[src/rtl/signed_div_8by4.sv]
// Sequential signed divider, 8-bit dividend by 4-bit divisor.
// It uses a restoring shift/subtract loop on magnitudes, then one sign-fix cycle.
module signed_div_8by4 (
    input  logic       clk,
    input  logic       rst_n,
    input  logic       start_i,
    input  logic [7:0] dividend_i,
    input  logic [3:0] divisor_i,
    output logic       busy_o,
    output logic       done_o,
    output logic [7:0] quotient_o,
    output logic [3:0] remainder_o,
    output logic       div_by_zero_o,
    output logic       overflow_o
);

    typedef enum logic [1:0] {
        IDLE = 2'd0,
        ITER = 2'd1,
        FIX  = 2'd2,
        DONE = 2'd3
    } state_t;

    state_t     state_q, state_d;
    logic [3:0] cnt_q, cnt_d;
    logic [7:0] dvdMag_q, dvdMag_d;
    logic [3:0] dvsMag_q, dvsMag_d;
    logic [3:0] prem_q, prem_d;
    logic [7:0] quo_q, quo_d;
    logic       dvdNeg_q, dvdNeg_d;
    logic       dvsNeg_q, dvsNeg_d;
    logic       divZero_q, divZero_d;
    logic       ovf_q, ovf_d;
    logic [7:0] quotient_q, quotient_d;
    logic [3:0] remainder_q, remainder_d;
    logic       divByZero_q, divByZero_d;
    logic       overflow_q, overflow_d;

    logic       accept;
    logic [7:0] dvdAbs;
    logic [3:0] dvsAbs;
    logic [4:0] trial;
    logic       fits;
    logic [3:0] diff;
    logic [7:0] quoFix;
    logic [3:0] remFix;

    // An unsigned 8-bit magnitude holds 128 exactly, so -128 needs no special path.
    assign dvdAbs = dividend_i[7] ? (8'd0 - dividend_i) : dividend_i;
    assign dvsAbs = divisor_i[3]  ? (4'd0 - divisor_i)  : divisor_i;

    assign accept = start_i && ((state_q == IDLE) || (state_q == DONE));

    assign trial  = {prem_q, dvdMag_q[7]};
    assign fits   = (trial >= {1'b0, dvsMag_q});
    assign diff   = trial[3:0] - dvsMag_q;

    assign quoFix = (dvdNeg_q ^ dvsNeg_q) ? (8'd0 - quo_q) : quo_q;
    assign remFix = dvdNeg_q ? (4'd0 - prem_q) : prem_q;

    always_ff @(posedge clk or negedge rst_n) begin
        if (!rst_n) begin
            state_q     <= IDLE;
            cnt_q       <= 4'd0;
            dvdMag_q    <= 8'd0;
            dvsMag_q    <= 4'd0;
            prem_q      <= 4'd0;
            quo_q       <= 8'd0;
            dvdNeg_q    <= 1'b0;
            dvsNeg_q    <= 1'b0;
            divZero_q   <= 1'b0;
            ovf_q       <= 1'b0;
            quotient_q  <= 8'd0;
            remainder_q <= 4'd0;
            divByZero_q <= 1'b0;
            overflow_q  <= 1'b0;
        end else begin
            state_q     <= state_d;
            cnt_q       <= cnt_d;
            dvdMag_q    <= dvdMag_d;
            dvsMag_q    <= dvsMag_d;
            prem_q      <= prem_d;
            quo_q       <= quo_d;
            dvdNeg_q    <= dvdNeg_d;
            dvsNeg_q    <= dvsNeg_d;
            divZero_q   <= divZero_d;
            ovf_q       <= ovf_d;
            quotient_q  <= quotient_d;
            remainder_q <= remainder_d;
            divByZero_q <= divByZero_d;
            overflow_q  <= overflow_d;
        end
    end

    always_comb begin
        state_d     = state_q;
        cnt_d       = cnt_q;
        dvdMag_d    = dvdMag_q;
        dvsMag_d    = dvsMag_q;
        prem_d      = prem_q;
        quo_d       = quo_q;
        dvdNeg_d    = dvdNeg_q;
        dvsNeg_d    = dvsNeg_q;
        divZero_d   = divZero_q;
        ovf_d       = ovf_q;
        quotient_d  = quotient_q;
        remainder_d = remainder_q;
        divByZero_d = divByZero_q;
        overflow_d  = overflow_q;

        case (state_q)
            IDLE, DONE: begin
                if (accept) begin
                    dvdMag_d  = dvdAbs;
                    dvsMag_d  = dvsAbs;
                    dvdNeg_d  = dividend_i[7];
                    dvsNeg_d  = divisor_i[3];
                    divZero_d = (divisor_i == 4'd0);
                    ovf_d     = (dividend_i == 8'h80) && (divisor_i == 4'hF);
                    prem_d    = 4'd0;
                    quo_d     = 8'd0;
                    cnt_d     = 4'd0;
                    // Divide by zero still spends one busy cycle before DONE.
                    state_d   = (divisor_i == 4'd0) ? FIX : ITER;
                end else begin
                    state_d   = IDLE;
                end
            end
            ITER: begin
                // Eight restoring steps, then one alignment cycle before FIX.
                if (!cnt_q[3]) begin
                    prem_d   = fits ? diff : trial[3:0];
                    quo_d    = {quo_q[6:0], fits};
                    dvdMag_d = {dvdMag_q[6:0], 1'b0};
                    cnt_d    = cnt_q + 4'd1;
                end else begin
                    state_d  = FIX;
                end
            end
            FIX: begin
                quotient_d  = divZero_q ? 8'd0 : quoFix;
                remainder_d = divZero_q ? 4'd0 : remFix;
                divByZero_d = divZero_q;
                overflow_d  = ovf_q && !divZero_q;
                state_d     = DONE;
            end
            default: state_d = IDLE;
        endcase
    end

    assign busy_o        = (state_q == ITER) || (state_q == FIX);
    assign done_o        = (state_q == DONE);
    assign quotient_o    = quotient_q;
    assign remainder_o   = remainder_q;
    assign div_by_zero_o = divByZero_q;
    assign overflow_o    = overflow_q;

endmodule
[config.mk]
export PLATFORM = sky130hd
export DESIGN_NAME = signed_div_8by4
export DESIGN_NICKNAME = d
export VERILOG_FILES = /design/src/rtl/signed_div_8by4.sv
export SDC_FILE = /design/constraint.sdc
export NUM_CORES = 1
export LEC_CHECK = 0
export CORE_ASPECT_RATIO = 1.5
export CORE_MARGIN = 1.5
export CORE_UTILIZATION = 25
export CTS_CLUSTER_DIAMETER = 40
export DETAILED_ROUTE_END_ITERATION = 10
export PLACE_DENSITY = 0.42
export SLEW_MARGIN = 20
export SYNTH_ARGS = -nofsm -noshare
export SYNTH_HDL_FRONTEND = slang
export SYNTH_SLANG_ARGS = --single-unit
[constraint.sdc]
create_clock -name clk -period 4.3 [get_ports clk]
set_input_delay 0.86 -clock clk [delete_from_list [all_inputs] [get_ports clk]]
set_output_delay 0.86 -clock clk [all_outputs]
set_load 0.01 [all_outputs]
* Word-level counts from Yosys, hierarchy flattened
Index checks and enable logic that the tools add are counted.
** Storage, ports and cells
- Register bits :: 48
- Bits in latches :: 0
- Memory bits (writable) :: 0
- ROM bits :: 0
- Input bits :: 15
- Output and inout port bits :: 16
- Logic and storage cells :: 66
- Memories :: 0
** Cells by class
- Add/subtract/negate cells :: 6
- Multiply operators :: 0
- Div/mod/pow operators :: 0
- Magnitude comparators :: 1
- Equality and inequality tests :: 8
- Shift-type cells :: 0
- Multiplexer cells :: 22
- Bitwise logic cells :: 1
- Reductions and logical operators :: 13
** Operator list (count)
- two-way mux 8 bit :: 7
- one-hot mux 8 bit (2 select lines) :: 2
- two-way mux 4 bit :: 7
- one-hot mux 4 bit (2 select lines) :: 2
- subtractor 1 x 8 -> 8 bit (first input constant) :: 2
- equality test 8 bit (second input constant) :: 1
- subtractor 1 x 4 -> 4 bit (first input constant) :: 2
- two-way mux 2 bit :: 3
- inequality test 2 bit (second input constant) :: 3
- one-hot mux 2 bit (3 select lines) :: 1
- greater-or-equal comparator 5 x 4 -> 1 bit :: 1
- adder 4 x 1 -> 4 bit (second input constant) :: 1
- equality test 2 bit (second input constant) :: 2
- equality test 4 bit (second input constant) :: 1
- zero test 4 bit :: 1
- AND reduction 2 bit :: 2
- subtractor 4 bit :: 1
- logical AND 1 bit :: 3
- AND reduction 3 bit :: 1
- equality test 2 x 1 -> 1 bit (second input constant) :: 1
- zero test 2 bit :: 1
- logical OR 1 bit :: 2
- nonzero test 2 bit :: 1
- OR reduction 2 bit :: 1
- 2 further kinds :: 2

* Depth between registers and ports, before layout
Gate-level depths: netlist (run 1).
- Word-level depth :: 5
- Mapped depth :: 9
- Mapped depth without buffers :: 7

* Worst setup path after synthesis (run 1)
No wires, ideal clock.
- Path type :: in2reg
- Start point :: input port dividend_i[0]
- End point :: register dvdMag_q[4]
- Data arrival time :: 1.833 ns
- Slack :: 2.372 ns
- Stages :: 6
- Cell sequence :: inv_1 ha_1 or3b_1 a21boi_1 nor3_1 o31ai_1
** Between the ends
- Longest elaborated chain between the ends :: 4
** RTL lines
- from (decl) :: RTL line 7 : input logic [7:0] dividend_i,
- subtractor 1 x 8 -> 8 bit :: RTL line 49 : assign dvdAbs = dividend_i[7] ? (8'd0 - dividend_i) : dividend_i;
- two-way mux 8 bit :: RTL line 49
- two-way mux 8 bit :: RTL line 113 : if (accept) begin
- one-hot mux 8 bit (2 select lines) :: RTL line 111 : case (state_q)
- to (signal assigned) :: RTL line 80 : dvdMag_q <= dvdMag_d;
- to (decl) :: RTL line 26 : logic [7:0] dvdMag_q, dvdMag_d;
Every way passes these cells. The select of a mux whose other input is x is not followed.
A chain may end at the register's enable or synchronous reset.

* Worst setup path in the final report (run 1)
- Start point :: register state_q[0]
- End point :: output port busy_o
** Between the ends
- Longest elaborated chain between the ends :: 2
- Elaborated cells between the ends (all ways) :: 3
- Those cells by class :: eq/ne: 2; reduce/logical: 1
** RTL lines
- from (decl) :: RTL line 24 : state_t state_q, state_d;
- from (signal assigned) :: RTL line 78 : state_q <= state_d;
- equality test 2 x 1 -> 1 bit or equality test 2 bit (tied branches) :: RTL line 151 : assign busy_o = (state_q == ITER) || (state_q == FIX);
- logical OR 1 bit * :: RTL line 151
- to (decl) :: RTL line 9 : output logic busy_o,
Mark *: on every way between the ends. The rest lies on a longest branch, timed or not.

==> results of run 1 <==
Yosys cell counts, drive strengths merged:
cell | count | area (um^2)
o211ai | 2 | 15.0
and2b | 1 | 7.51
a21o | 1 | 7.51
nand2 | 23 | 86.3
inv | 24 | 90.1
ha | 13 | 163
o21ai | 17 | 85.1
a21oi | 13 | 68.8
nor2b | 2 | 12.5
or3b | 1 | 8.76
nand4 | 2 | 12.5
or3 | 4 | 25.0
o311ai | 2 | 17.5
a221oi | 2 | 17.5
nor3 | 5 | 25.0
o31ai | 9 | 67.6
nand3b | 2 | 15.0
or4 | 1 | 7.51
or2 | 2 | 12.5
xor2 | 2 | 17.5
nor3b | 1 | 7.51
a32o | 2 | 20.0
nand3 | 3 | 15.0
fa | 1 | 20.0
a22oi | 2 | 15.0
mux2 | 2 | 22.5
clkinv | 1 | 3.75
xnor2 | 13 | 121
a31oi | 6 | 37.5
dfrtp | 48 | 1200
nand2b | 5 | 31.3
clkbuf | 3 | 11.3
a22o | 8 | 70.1
and2 | 1 | 6.26
a21boi | 1 | 7.51
a211oi | 2 | 15.0
buf | 6 | 45.0
o2bb2ai | 7 | 61.3
nor4b | 1 | 8.76
mux2i | 6 | 60.1
nor2 | 17 | 63.8
cell families (layout without fill, tap and decap cells):
| kind of cell | after synthesis | after routing | synth area share |
|---|---|---|---|
| AO/OA/AOI/OAI | 74 | 74 | 0.194 |
| buffers and inverters | 34 | 64 | 0.0576 |
| adder cells (fa/ha/maj) | 14 | 14 | 0.0701 |
| XOR/XNOR | 15 | 15 | 0.0533 |
| flip-flops | 48 | 48 | 0.461 |
| AND/OR/NAND/NOR | 71 | 71 | 0.133 |
| multiplexers | 8 | 8 | 0.0317 |
placed cells by master, fill, tap and decap left out, drive strengths merged, types with 2 or more instances in the layout:
master         instances
a211oi                 2
a21oi                 13
a221oi                 2
a22o                   8
a22oi                  2
a31oi                  6
a32o                   2
buf                    2
clkbuf                 5
clkdlybuf4s50         29
dfrtp                 48
ha                    13
inv                   25
mux2                   2
mux2i                  6
nand2                 23
nand2b                 5
nand3                  3
nand3b                 2
nand4                  2
nor2                  17
nor2b                  2
nor3                   5
o211ai                 2
o21ai                 17
o2bb2ai                7
o311ai                 2
o31ai                  9
or2                    2
or3                    4
xnor2                 13
xor2                   2
final cells by class:
class	count	share of cell area
multi-input combinational	182	0.396
sequential	48	0.379
timing repair buffer	31	0.0955
tap	117	0.0462
clock buffer	5	0.0395
inverter	25	0.0296
clock inverter	3	0.0146
where the power goes:
group / internal [mW] / switching (mW) / total [mW]
sequential: 0.601 / 0.126 / 0.727
clock: 0.277 / 0.184 / 0.461
combinational: 0.468 / 0.633 / 1.10
total: 1.35 / 0.943 / 2.29
per-stage QoR:
stage / utilization / power [mW] / hold WS [ps] / cells / cell area [um^2]
detailed placement: 0.296 / 1.86 / 473 / 403 / 3000
global placement: 0.296 / 1.85 / 467 / 403 / 3000
CTS: 0.313 / 2.33 / 492 / 411 / 3170
floorplan: - / 1.56 / 449 / 264 / 2610
global route: 0.313 / 2.51 / 515 / 411 / 3170
finish: 0.313 / 2.29 / 481 / 411 / 3170
registers in the layout, indices dropped and copies added (netlist names):
| signal | cells |
|---|---|
| quotient_o | 8 |
| quo_q | 8 |
| state_q | 2 |
| remainder_o | 4 |
| ovf_q | 1 |
| prem_q | 4 |
| div_by_zero_o | 1 |
| dvdNeg_q | 1 |
| dvsNeg_q | 1 |
| dvdMag_q | 8 |
| dvsMag_q | 4 |
| overflow_o | 1 |
| cnt_q | 4 |
| divZero_q | 1 |
worst min path at each step:
stage / end / cells after the start
final: dvsMag_q[2]$_DFFE_PN0P_ / 2
after global routing: quotient_o[2]$_DFFE_PN0P_ / 1
after CTS: quotient_o[7]$_DFFE_PN0P_ / 2
after detailed placement: quotient_o[7]$_DFFE_PN0P_ / 2
after global placement: dvdMag_q[4]$_DFFE_PN0P_ / 2
after floorplan: dvdMag_q[4]$_DFFE_PN0P_ / 2
routing by layer:
layer  GRT usage  wire, um  vias up
met5           0         0        -
met4      0.0455       127        0
met3      0.0225       208        8
met2       0.209      2970       38
met1       0.142      2500      953
li1            -         -      991
critical path: cells and delay by family (launching register included):
family | cells | cell delay [ps]
adders and majority gates | 1 | 340
DFF | 1 | 410
buffers and inverters | 3 | 720
==> results.md, run 1 <==
| Parameter | Value |
|---|---|
| Number of pins exceeding their max-slew limit in the final report | 0 |
| Number of buffers inserted to repair setup after CTS | 0 |
| R2r endpoint | cnt_q[2]$_DFFE_PN0P_ |
| Number of H-tree levels | 2 |
| Number of DRC markers after the initial detailed-route iteration | 72 |
| Total power divided by cell area | 722 mW/mm^2 |
| Overall fraction of global-route tracks in use | 0.119 |
| Post-Syn Area per Cell | 9.87 um^2 |
| Multi-input gate area in the final layout | 0.00125 mm^2 |
| Worst slack, placed | 1480 ps |
| Post-synthesis register bit count | 48 |
| Vias in the first global route | 2,042 |
| Hold Startpoint | dvsMag_q[2]$_DFFE_PN0P_ |
| Area Overhead vs Synth | 21.7% |
| Placed wire-length estimate | 4300 um |
| Slowest stage delay, CP | 550 ps |
| CP endpoint kind | primary output |
| Setup slack on the worst flop-to-flop path | 2020 ps |
| Reg2reg start | state_q[1]$_DFFE_PN0P_ |
| Status | complete, no violations |
| CTS root buf | sky130_fd_sc_hd__clkbuf_16 |
| Core footprint | 0.0101 mm^2 |
| Reg2Reg Depth | 6 |
| Cell chain of the critical path | inv_1 > ha_1 > inv_1 > clkdlybuf4s50_1 |
| Gate count of the mapped netlist | 264 |
| Yosys synthesis warning count | 0 |
| Global-route wire length before repair | 10,300 um |
| Total die area | 0.0111 mm^2 |
| I/O Buffers | 30 |
| TritonCTS clock tree | built |
| Number of antenna diodes | 0 |
| Worst Path Class, Setup | reg -> out |
| Initial cell density of the core | 0.257 |
| F_max | 382 MHz |
| Pin count of the biggest net entering global routing | 49 |
| Category of the worst setup path launch point | register |
| Remaining Overflow, GRT | 0 |
| RSZ-0062 raised after global routing | false |
| Total vias in the final route | 1,990 |
| Final #Nets | 322 |
| Clock sink total | 48 |
| Total CTS buffers | 5 |
| Crit path capture | busy_o |
| Final routed DRC violation total | 0 |
| Peak fanout along the critical path | 5 |
| Setup-violating endpoint count in the final report | 0 |
| DIE WIDTH | 86.4 um |
| Ratio of cells with drive above 1 in the final layout | 0.0510 |
| Clock-pin slew reported for the worst setup and hold paths after clock tree synthesis | 70 ps |
| Highest-delay cell along the critical path | sky130_fd_sc_hd__clkdlybuf4s50_1 |
| Filler Cells Inserted | 1,082 |
| Worst hold-check path type | reg -> reg |
| Number of detailed-routing iterations run before antenna repair | 5 |
| Number of distinct library cells after synthesis | 48 |
| Worst-case headroom to the max-slew limit | 0.391 |
| Origin of the worst setup path | state_q[0]$_DFFE_PN0P_ |
| Crit path arrival time | 1760 ps |
| Static power due to leakage | 1.35 nW |
| Post-Syn Area | 0.00261 mm^2 |
| Placer Congestion | 0.768 |
| Average wire per standard cell | 14.1 um |
| Final Critical Period | 2620 ps |
| Clock Skew | 11.3 ps |
| Max-capacitance violation count | 0 |
| Required time reported for the critical path endpoint | 3440 ps |
| Slack of the critical path | 1680 ps |
| Combined flip-flop and latch cell area | 0.00120 mm^2 |
| Resized Gates After CTS | 0 |
| Post-DRT Antenna Nets | 0 |
| Number of core rows | 45 |
| Critical path's most frequent cell | sky130_fd_sc_hd__inv_1 |
| Number of antenna violations at the first check in global routing | 0 |
| Post-Syn Nets | 293 |
| Final hold violations | 0 |
| Via density per instance | 4.84 |
| Measured slew at the worst slew-check pin | 914 ps |
| Total of hold buffers inserted after clock tree synthesis | 0 |
| Max VDD drop | 0.427 mV |
| Clock latency at the later pin of the worst-skew pair | 300 ps |
| Wirelength, routed | 5810 um |
| Period utilization | 0.609 |
| Maximum buffer depth of the clock tree | 2 |
| Number of primary I/O pins | 31 |
| Aggregate negative setup slack | 0 ps |
| Y dimension of the die | 128 um |
| Sequential fraction of the synthesis area | 0.461 |
(Power assumes the default switching activity.)
==> run 2: changes to the inputs <==
--- a/config.mk
+++ b/config.mk
@@ -10,7 +10,7 @@
 export CORE_UTILIZATION = 25
 export CTS_CLUSTER_DIAMETER = 40
 export DETAILED_ROUTE_END_ITERATION = 10
-export PLACE_DENSITY = 0.42
+export PLACE_DENSITY = 0.43
 export SLEW_MARGIN = 20
 export SYNTH_ARGS = -nofsm -noshare
 export SYNTH_HDL_FRONTEND = slang
==> constraint.sdc (replaced) <==
create_clock -name clk -period 2.4 [get_ports clk]
set_input_delay 0.48 -clock clk [delete_from_list [all_inputs] [get_ports clk]]
set_output_delay 0.48 -clock clk [all_outputs]
set_load 0.01 [all_outputs]
==> results.md, run 2 (synthesized netlist as in run 1, its figures left out) <==
| Parameter | Value |
|---|---|
| Total power divided by cell area | 1340 mW/mm^2 |
| Required time reported for the critical path endpoint | 1920 ps |
| Total vias in the final route | 2,007 |
| Final routed DRC violation total | 0 |
| Top layer in use | met4 |
| I/O Buffers | 30 |
| Clock latency at the later pin of the worst-skew pair | 290 ps |
| Period utilization | 0.936 |
| TritonCTS clock tree | built |
| Routed length on met3 | 160 um |
| CP endpoint kind | primary output |
| Crit path arrival time | 1770 ps |
| Aggregate negative setup slack | 0 ps |
| Routed metal-1 wirelength | 2700 um |
| Placer Congestion | 0.784 |
| Global-route wire length before repair | 10,500 um |
| Status | complete, no violations |
| Highest-delay cell along the critical path | sky130_fd_sc_hd__clkdlybuf4s50_1 |
| Core footprint | 0.0101 mm^2 |
| Wirelength, routed | 6040 um |
| Filler Cells Inserted | 1,081 |
| F_max | 445 MHz |
| Static power due to leakage | 1.39 nW |
| Average wire per standard cell | 14.6 um |
| Y dimension of the die | 128 um |
| Clock sink total | 48 |
| Maximum buffer depth of the clock tree | 2 |
| DIE WIDTH | 86.4 um |
| Final Critical Period | 2250 ps |
| Placed wire-length estimate | 4490 um |
| Number of antenna violations at the first check in global routing | 0 |
| Worst hold-check path type | in -> async |
| Via density per instance | 4.84 |
| Met2 wire length | 3110 um |
| Total CTS buffers | 5 |
| RSZ-0062 raised after global routing | false |
| Worst Path Class, Setup | reg -> out |
| Ratio of cells with drive above 1 in the final layout | 0.0638 |
| Critical path's most frequent cell | sky130_fd_sc_hd__inv_1 |
| Post-DRT Antenna Nets | 0 |
| Number of pins exceeding their max-slew limit in the final report | 0 |
| Clock-pin slew reported for the worst setup and hold paths after clock tree synthesis | 60 ps |
| Initial cell density of the core | 0.257 |
| Final hold violations | 0 |
| Pin count of the biggest net entering global routing | 49 |
| Max-capacitance violation count | 0 |
| Total die area | 0.0111 mm^2 |
| Max VDD drop | 0.665 mV |
| Peak fanout along the critical path | 5 |
| Area Overhead vs Synth | 23.6% |
| CTS root buf | sky130_fd_sc_hd__clkbuf_16 |
| Vias in the first global route | 2,054 |
| Post-route total power | 4.31 mW |
| Remaining Overflow, GRT | 0 |
| Number of antenna diodes | 0 |
| Setup-violating endpoint count in the final report | 0 |
| Highest-count cells in the layout ignoring fill and taps | 48 x sky130_fd_sc_hd__dfrtp_1, 29 x sky130_fd_sc_hd__clkdlybuf4s50_1, 23 x sky130_fd_sc_hd__inv_1, 23 x sky130_fd_sc_hd__nand2_1, 17 x sky130_fd_sc_hd__nor2_1 |
| Number of core rows | 45 |
| Resized Gates After CTS | 0 |
| Worst-case headroom to the max-slew limit | 0.570 |
| Overall fraction of global-route tracks in use | 0.123 |
| Commonest non-fill, non-tap cell in the layout | sky130_fd_sc_hd__dfrtp_1 |
| Number of DRC markers after the initial detailed-route iteration | 137 |
| Number of H-tree levels | 2 |
| Cell chain of the critical path | inv_1 > ha_1 > inv_1 > clkdlybuf4s50_1 |
| Number of primary I/O pins | 31 |
| Final #Nets | 327 |
| Number of buffers inserted to repair setup after CTS | 0 |
| Slowest stage delay, CP | 550 ps |
| Category of the worst setup path launch point | register |
| Clock Skew | 5.61 ps |
| Total of hold buffers inserted after clock tree synthesis | 0 |
| Measured slew at the worst slew-check pin | 645 ps |
| Number of detailed-routing iterations run before antenna repair | 4 |
## run 2: cell count changes in the layout (fill, tap and decap cells not counted), sizes merged
cell | previous run | this run
buf | 2 | 7
inv | 25 | 24
clkinvlp | 1 | 0
bufinv | 1 | 2
## run 2: where the power goes
part / internal, mW / leakage, nW / switching, mW / total (mW)
clock network: 0.591 / 0.0899 / 0.299 / 0.891
logic: 0.924 / 0.663 / 1.19 / 2.12
registers: 1.08 / 0.635 / 0.220 / 1.30
## run 2: area by class of cell
cell class                      instances  area (um^2)  area share
Inverter                               25         93.8      0.0291
Timing Repair Buffer                   36          340       0.106
Clock inverter                          2         60.1      0.0186
Tap cell                              117          146      0.0454
Clock buffer                            5          125      0.0388
Sequential cell                        48         1200       0.373
Multi-Input combinational cell        182         1250       0.390
## run 2: metal layers
metal,track usage,up-vias
met4,0.0427,0
met5,0,-
met2,0.210,35
li1,-,997
met1,0.152,971
met3,0.0232,4
## run 2: stage by stage
step	setup WS [ps]	area, um^2	hold WS, ps	util	cells
CTS	148	3220	336	0.318	415
detailed placement	237	3040	472	0.300	408
global placement	276	3040	466	0.300	408
floorplan	677	2610	184	-	264
global route	79.0	3220	362	0.318	415
finish	154	3220	291	0.318	415
## run 2: worst max-delay path: cells and delay by family, from the launching register on
family | cells | cell delay, ps
buffers and inverters | 3 | 730
flip-flops | 1 | 400
adder cells (fa/ha/maj) | 1 | 350
## run 2: path summary, 6_finish.rpt
| path | startpoint | to | slack, ps | depth (start not counted) |
|---|---|---|---|---|
| worst max-delay path | state_q[0]$_DFFE_PN0P_ | busy_o | 150 | 4 |
| worst min-delay path | rst_n | dvsMag_q[1]$_DFFE_PN0P_ | 290 | 2 |
| worst max register to register | state_q[1]$_DFFE_PN0P_ | cnt_q[2]$_DFFE_PN0P_ | 440 | 7 |
| worst min register to register | quotient_o[5]$_DFFE_PN0P_ | quotient_o[5]$_DFFE_PN0P_ | 480 | 2 |
| max in group asynchronous | rst_n | quo_q[4]$_DFFE_PN0P_ | 1670 | 2 |
| min in group clk | quotient_o[5]$_DFFE_PN0P_ | quotient_o[5]$_DFFE_PN0P_ | 480 | 2 |
==> run 3: changes to the inputs <==
--- a/config.mk
+++ b/config.mk
@@ -15,3 +15,4 @@
 export SYNTH_ARGS = -nofsm -noshare
 export SYNTH_HDL_FRONTEND = slang
 export SYNTH_SLANG_ARGS = --single-unit
+export TNS_END_PERCENT = 5
==> results of run 3 <==
Same layout as run 2: the final DEF is identical, and so are final timing and power.
